### src/rtl/iter_int_mul_ctrl.sv
// Sequencer for the iterative shift-and-add multiplier datapath.
// Wraps one multiply in val/rdy handshakes and drives the load/shift/acc/clear strobes.
module iter_int_mul_ctrl #(
   parameter int unsigned NBITS_A = 8
) (
   input  logic clk,
   input  logic reset,
   input  logic in_val,
   output logic in_rdy,
   output logic out_val,
   input  logic out_rdy,
   output logic loadA,
   output logic loadB,
   output logic clrP,
   output logic shiftA,
   output logic shiftB,
   output logic accP,
   output logic busy
);

   localparam int unsigned CNT_W = (NBITS_A > 1) ? $clog2(NBITS_A) : 1;
   localparam logic [CNT_W-1:0] CNT_LAST = CNT_W'(NBITS_A - 1);

   typedef enum logic [1:0] {
      IDLE = 2'b00,
      CALC = 2'b01,
      DONE = 2'b10,
      BAD  = 2'b11
   } state_t;

   state_t           state;
   logic [CNT_W-1:0] cnt;

   // State and iteration counter; the unused encoding falls back to IDLE.
   always_ff @(posedge clk or negedge reset) begin
      if (!reset) begin
         state <= IDLE;
         cnt   <= '0;
      end else begin
         case (state)
            IDLE: begin
               if (in_val) begin
                  state <= CALC;
                  cnt   <= '0;
               end
            end
            CALC: begin
               cnt <= cnt + CNT_W'(1);
               if (cnt == CNT_LAST) begin
                  state <= DONE;
               end
            end
            DONE: begin
               if (out_rdy) begin
                  state <= IDLE;
               end
            end
            default: begin
               state <= IDLE;
               cnt   <= '0;
            end
         endcase
      end
   end

   // Moore decode gated by reset so every output drops the moment reset asserts.
   always_comb begin
      in_rdy  = 1'b0;
      out_val = 1'b0;
      loadA   = 1'b0;
      loadB   = 1'b0;
      clrP    = 1'b0;
      shiftA  = 1'b0;
      shiftB  = 1'b0;
      accP    = 1'b0;
      busy    = 1'b0;
      if (reset) begin
         case (state)
            IDLE: begin
               in_rdy = 1'b1;
               loadA  = in_val;
               loadB  = in_val;
               clrP   = in_val;
            end
            CALC: begin
               accP   = 1'b1;
               shiftA = 1'b1;
               shiftB = 1'b1;
               busy   = 1'b1;
            end
            DONE: begin
               out_val = 1'b1;
               busy    = 1'b1;
            end
            default: begin
               in_rdy = 1'b0;
            end
         endcase
      end
   end

endmodule

### config.mk
export PLATFORM = sky130hd
export DESIGN_NAME = iter_int_mul_ctrl
export DESIGN_NICKNAME = d
export VERILOG_FILES = /design/src/rtl/iter_int_mul_ctrl.sv
export SDC_FILE = /design/constraint.sdc
export NUM_CORES = 1
export LEC_CHECK = 0
export CORE_AREA = 10 10 47 49
export CTS_CLUSTER_DIAMETER = 100
export CTS_CLUSTER_SIZE = 30
export DETAILED_ROUTE_END_ITERATION = 7
export DIE_AREA = 0 0 57 59
export HOLD_SLACK_MARGIN = 0.1
export PLACE_DENSITY = 0.65
export SYNTH_ARGS = -nofsm -noshare
export SYNTH_HDL_FRONTEND = slang
export SYNTH_SLANG_ARGS = --single-unit
### constraint.sdc
create_clock -name clk -period 4.02 [get_ports clk]
set_input_delay 0.603 -clock clk [delete_from_list [all_inputs] [get_ports clk]]
set_output_delay 0.603 -clock clk [all_outputs]
set_load 0.01 [all_outputs]
### Word-level counts from Yosys, hierarchy flattened

Cells that the tools add are included.
W data, S select, Z words.

* add/sub/neg operators: 1
* equal/unequal tests: 6
* muxes and demuxes: 16
* bitwise gates (word level): 1
* reductions and logical operators: 4

Operators with widths (count)
* $mux W1: 10
* $pmux W3 S3: 1
* $mux W2: 3
* $ne A2 B2 Y1 const B: 3
* $pmux W2 S3: 1
* $add A3 B1 Y3 const B: 1
* $eq A3 B3 Y1 const B: 1
* $mux W3: 1
* $reduce_and A3 Y1: 1
* $eq A2 B1 Y1 const B: 1
* $eq A2 B2 Y1 const B: 1
* $logic_not A2 Y1: 1
* $reduce_and A2 Y1: 1
* $reduce_or A2 Y1: 1
* $not A1 Y1: 1

* flip-flop bits (word level): 5
* bits of input ports: 4
* output and inout port bits: 9
* word-level logic and storage cells: 30

### Depth between registers and ports, before layout

* depth in word-level cells: 4
* gate-level depth with buffers: 5

### Least setup slack after synthesis

No wires, ideal clock.

* path kind: reg-to-output
* from: reg state[1]
* to: out shiftA
* arrival: 1.099 ns
* required time: 3.417 ns
* setup slack: 2.318 ns
* stages on the path, launching flop included: 5
* path buffers: 1
* path through: dfrtp_1 inv_1 ha_1 and2_1 buf_4

* longest elaborated chain between the ends: 3

Ends and longest elaborated chain
* start, declared: RTL line 31 `state_t state;`
* start signal, assigned: RTL line 37 `state <= IDLE;`
* start signal, assigned: RTL line 43 `state <= CALC;`
* start signal, assigned: RTL line 50 `state <= DONE;`
* $eq A2 B1 Y1
* $mux W1 (2 in series)
* end, declared: RTL line 15 `output logic shiftA,`

Every way passes these cells.

### Worst setup path in the final report

* from: in reset
* to: out clrP

* longest elaborated chain between the ends: 1

Ends and longest elaborated chain
* start, declared: RTL line 7 `input logic reset,`
* $mux W1: RTL line 77 `if (reset) begin`
* end, declared: RTL line 14 `output logic clrP,`

Every way passes these cells.

==> results.md <==
- Startpoint Class: primary input
- GR Util All Layers: 5.592%
- Worst Setup SP: reset
- TritonCTS clock tree: done
- Fin. max-slew vios: 0
- Vias: 285
- Total CTS buffers: 3
- CP Max Fanout: 10
- P_leak: 0.2558 nW
- Final Wtd Congestion: 0.7221
- Post-route setup TNS: 0 ns
- 1st-pass router iterations: 2
- DR DRC count: 0
- Final ANT Viol Nets: 0
- Worst Skew: 0.008771 ns
- CP max stage cell: clkdlybuf4s50_1
- Area of the core: 1401 µm²
- Worst path max stage delay: 0.68 ns
- WP data arrival: approximately 2.1 ns
- Final instance area: between 500 and 600 µm²
- Post-Place Cell Area: 520.5 µm²
- Die X: 57 µm
- Number of global-route vias before repair: about 330
- Warnings, synthesis: 0
- Shortest period the worst path allows: 2.715 ns
- Crit path top cell by count: clkdlybuf4s50_1
- Pin count of the biggest net entering global routing: 11
- Hold Path Origin: cnt[2]
- Synth-to-Final Area Change: 33.23%
- Cell Rows: 14
- Initial antenna violation count: 0
- Number of port buffers: 12
- Placed wire-length estimate: 658.8 µm
- Status: finished clean
- Yosys top cell by area: dfrtp_1
- Clock-pin slew of the registers on the worst-case setup and hold paths: ~0.05 ns
- Nets@finish: 63
- Pre-CTS WS: 1.283 ns
- Worst Slack Setup Final: 1.305 ns
- DR iter-0 viols: 1
- Total wire length: slightly above 800 µm
- # clock sinks: 5
- Post_cts resized: 0
- MaxCap Viol Count: 0
- Max-slew headroom: 76.60%
- Hold-fix buffers at CTS: 0
- Die H: 59 µm
- Clk_lat worst skew: ~0.24 ns
- Register area share after synthesis: 30.49%
- Mapped Nets: 50
- Fin util: around two fifths
- Peak VDD IR: 276.0 µV
- Initial core utilization: 29.29%
- Mapped Area: 410.4 µm²
- Drt via density: 4.254
- Post-synth top area share: between 30 and 40%
- CTS root buf: clkbuf_4
- Met3 usage: 3.863%
- Worst-Margin Slew: 0.3499 ns
- Drt wl/cell: around 12 µm
- HP Class: reg2reg
- Synth Instances: 39
- Family with the most delay on the worst path: buffers and inverters
- RSZ-0062 raised after global routing: no
- Post-Syn Area per Cell: 10.52 µm²
- CP Buf/Inv Count: 2
- Synth top area cells: dfrtp_1 (30%), ha_1 (21%), buf_4 (7.3%)
- GRT busiest layer: met2
- Most common cell after layout, fill and taps aside: clkdlybuf4s50_1
- CTS Buffer Depth: 2
- First-pass GRT wire length: 1504 µm
- GRT met2 Usage: 8.837%
- Die outline area: about 3400 µm²
- Final Hold Viols: 0
- Layout cells sized above 1: about 16%
- # diodes: 0
- Most frequent cells in the layout: clkdlybuf4s50_1 (12), ha_1 (7), o21ai_0 (5), dfrtp_1 (5), inv_1 (4)
- Library cells used by synthesis: 15
- RR Startpoint: state[0]
- Total setup buffers inserted after CTS: 0
- Htree depth: 1
- Critical path endpoint category: primary output
- CP required: ~3.4 ns
- I/O pin total: 13
- Gr ovfl total: 0
- Max Clock Freq: approximately 0.37 GHz
- Pwr Density: 658.3 nW/µm²
- Critical-path cell list: clkdlybuf4s50_1 > and3_1 > clkdlybuf4s50_1
- Global routing usage on met1: 5.749%
- Yosys reg bits: 5
- Critical path class: in2out
- Fin crit share: 67.54%
- Count of final setup violators: 0
## final timing paths
kind | endpoint | slack, ns | cells past startpoint
setup / recovery | clrP | 1.30 | 3
hold / removal | cnt[2] | 0.53 | 2
setup reg to reg | state[0] | 2.42 | 4
hold reg to reg | cnt[2] | 0.53 | 2
max in group asynchronous | state[1] | 3.12 | 1
min in group asynchronous | cnt[1] | 0.63 | 1
## routing by layer
metal	share of wire, %	vias to the layer above	wire [µm]
li1	-	150	-
met1	45	126	370
met2	47	9	383
met3	7.8	0	64
met4	0	0	0
met5	0	-	0
## synthesized netlist by cell type
cell / n
a221oi_4: 1
and2_1: 3
and2_2: 1
and3_1: 1
buf_4: 4
dfrtp_1: 5
ha_1: 7
inv_1: 4
mux2_4: 2
nand2_1: 2
nand2b_1: 1
nor2b_4: 1
o21ai_0: 5
o21ai_1: 1
or2_1: 1
## tightest hold or removal path: stages, from the launching register on
cell     delay [ns]
dfrtp_1        0.34
o21ai_0        0.07
o21ai_0        0.08
## logic make-up (layout without fill, tap and decap cells)
logic type      Yosys count  in the layout  synth area share [%]
fa+ha+maj                 7              7                 21.34
flops                     5              5                 30.49
mux                       2              2                 7.317
compound gates            7              7                 13.72
buf+inv                   8             20                 10.97
simple gates             10             10                 16.16
## metrics by stage
stage / std cells / hold WS, ns / power (mW)
floorplan: 39 / 0.3074 / 0.2379
global placement: 63 / 0.5208 / 0.3003
detailed placement: 63 / 0.5334 / 0.3040
CTS: 67 / 0.5407 / 0.3660
global route: 67 / 0.5703 / 0.3963
finish: 67 / 0.5257 / 0.3600
## power by group
part	switching, mW	internal, mW	total [mW]	leakage, nW
sequential	0.0150	0.0701	0.0851	0.0655
clock	0.0208	0.0375	0.0583	0.0150
combinational	0.0953	0.121	0.217	0.175
## sequential cells by signal (all words and copies together), names as in the netlist
name   flops
state      2
cnt        3
## final cells by class
| class | instances | area (µm²) |
|---|---|---|
| multi-input cells | 26 | 240.2 |
| clock buffers | 4 | 26.28 |
| inverters | 4 | 15.01 |
| repair buffers | 12 | 120.1 |
| fillers | 147 | 854.6 |
| well taps | 16 | 20.02 |
| flip-flops and latches | 5 | 125.1 |
Note: power is estimated with default switching activity, not from simulation.
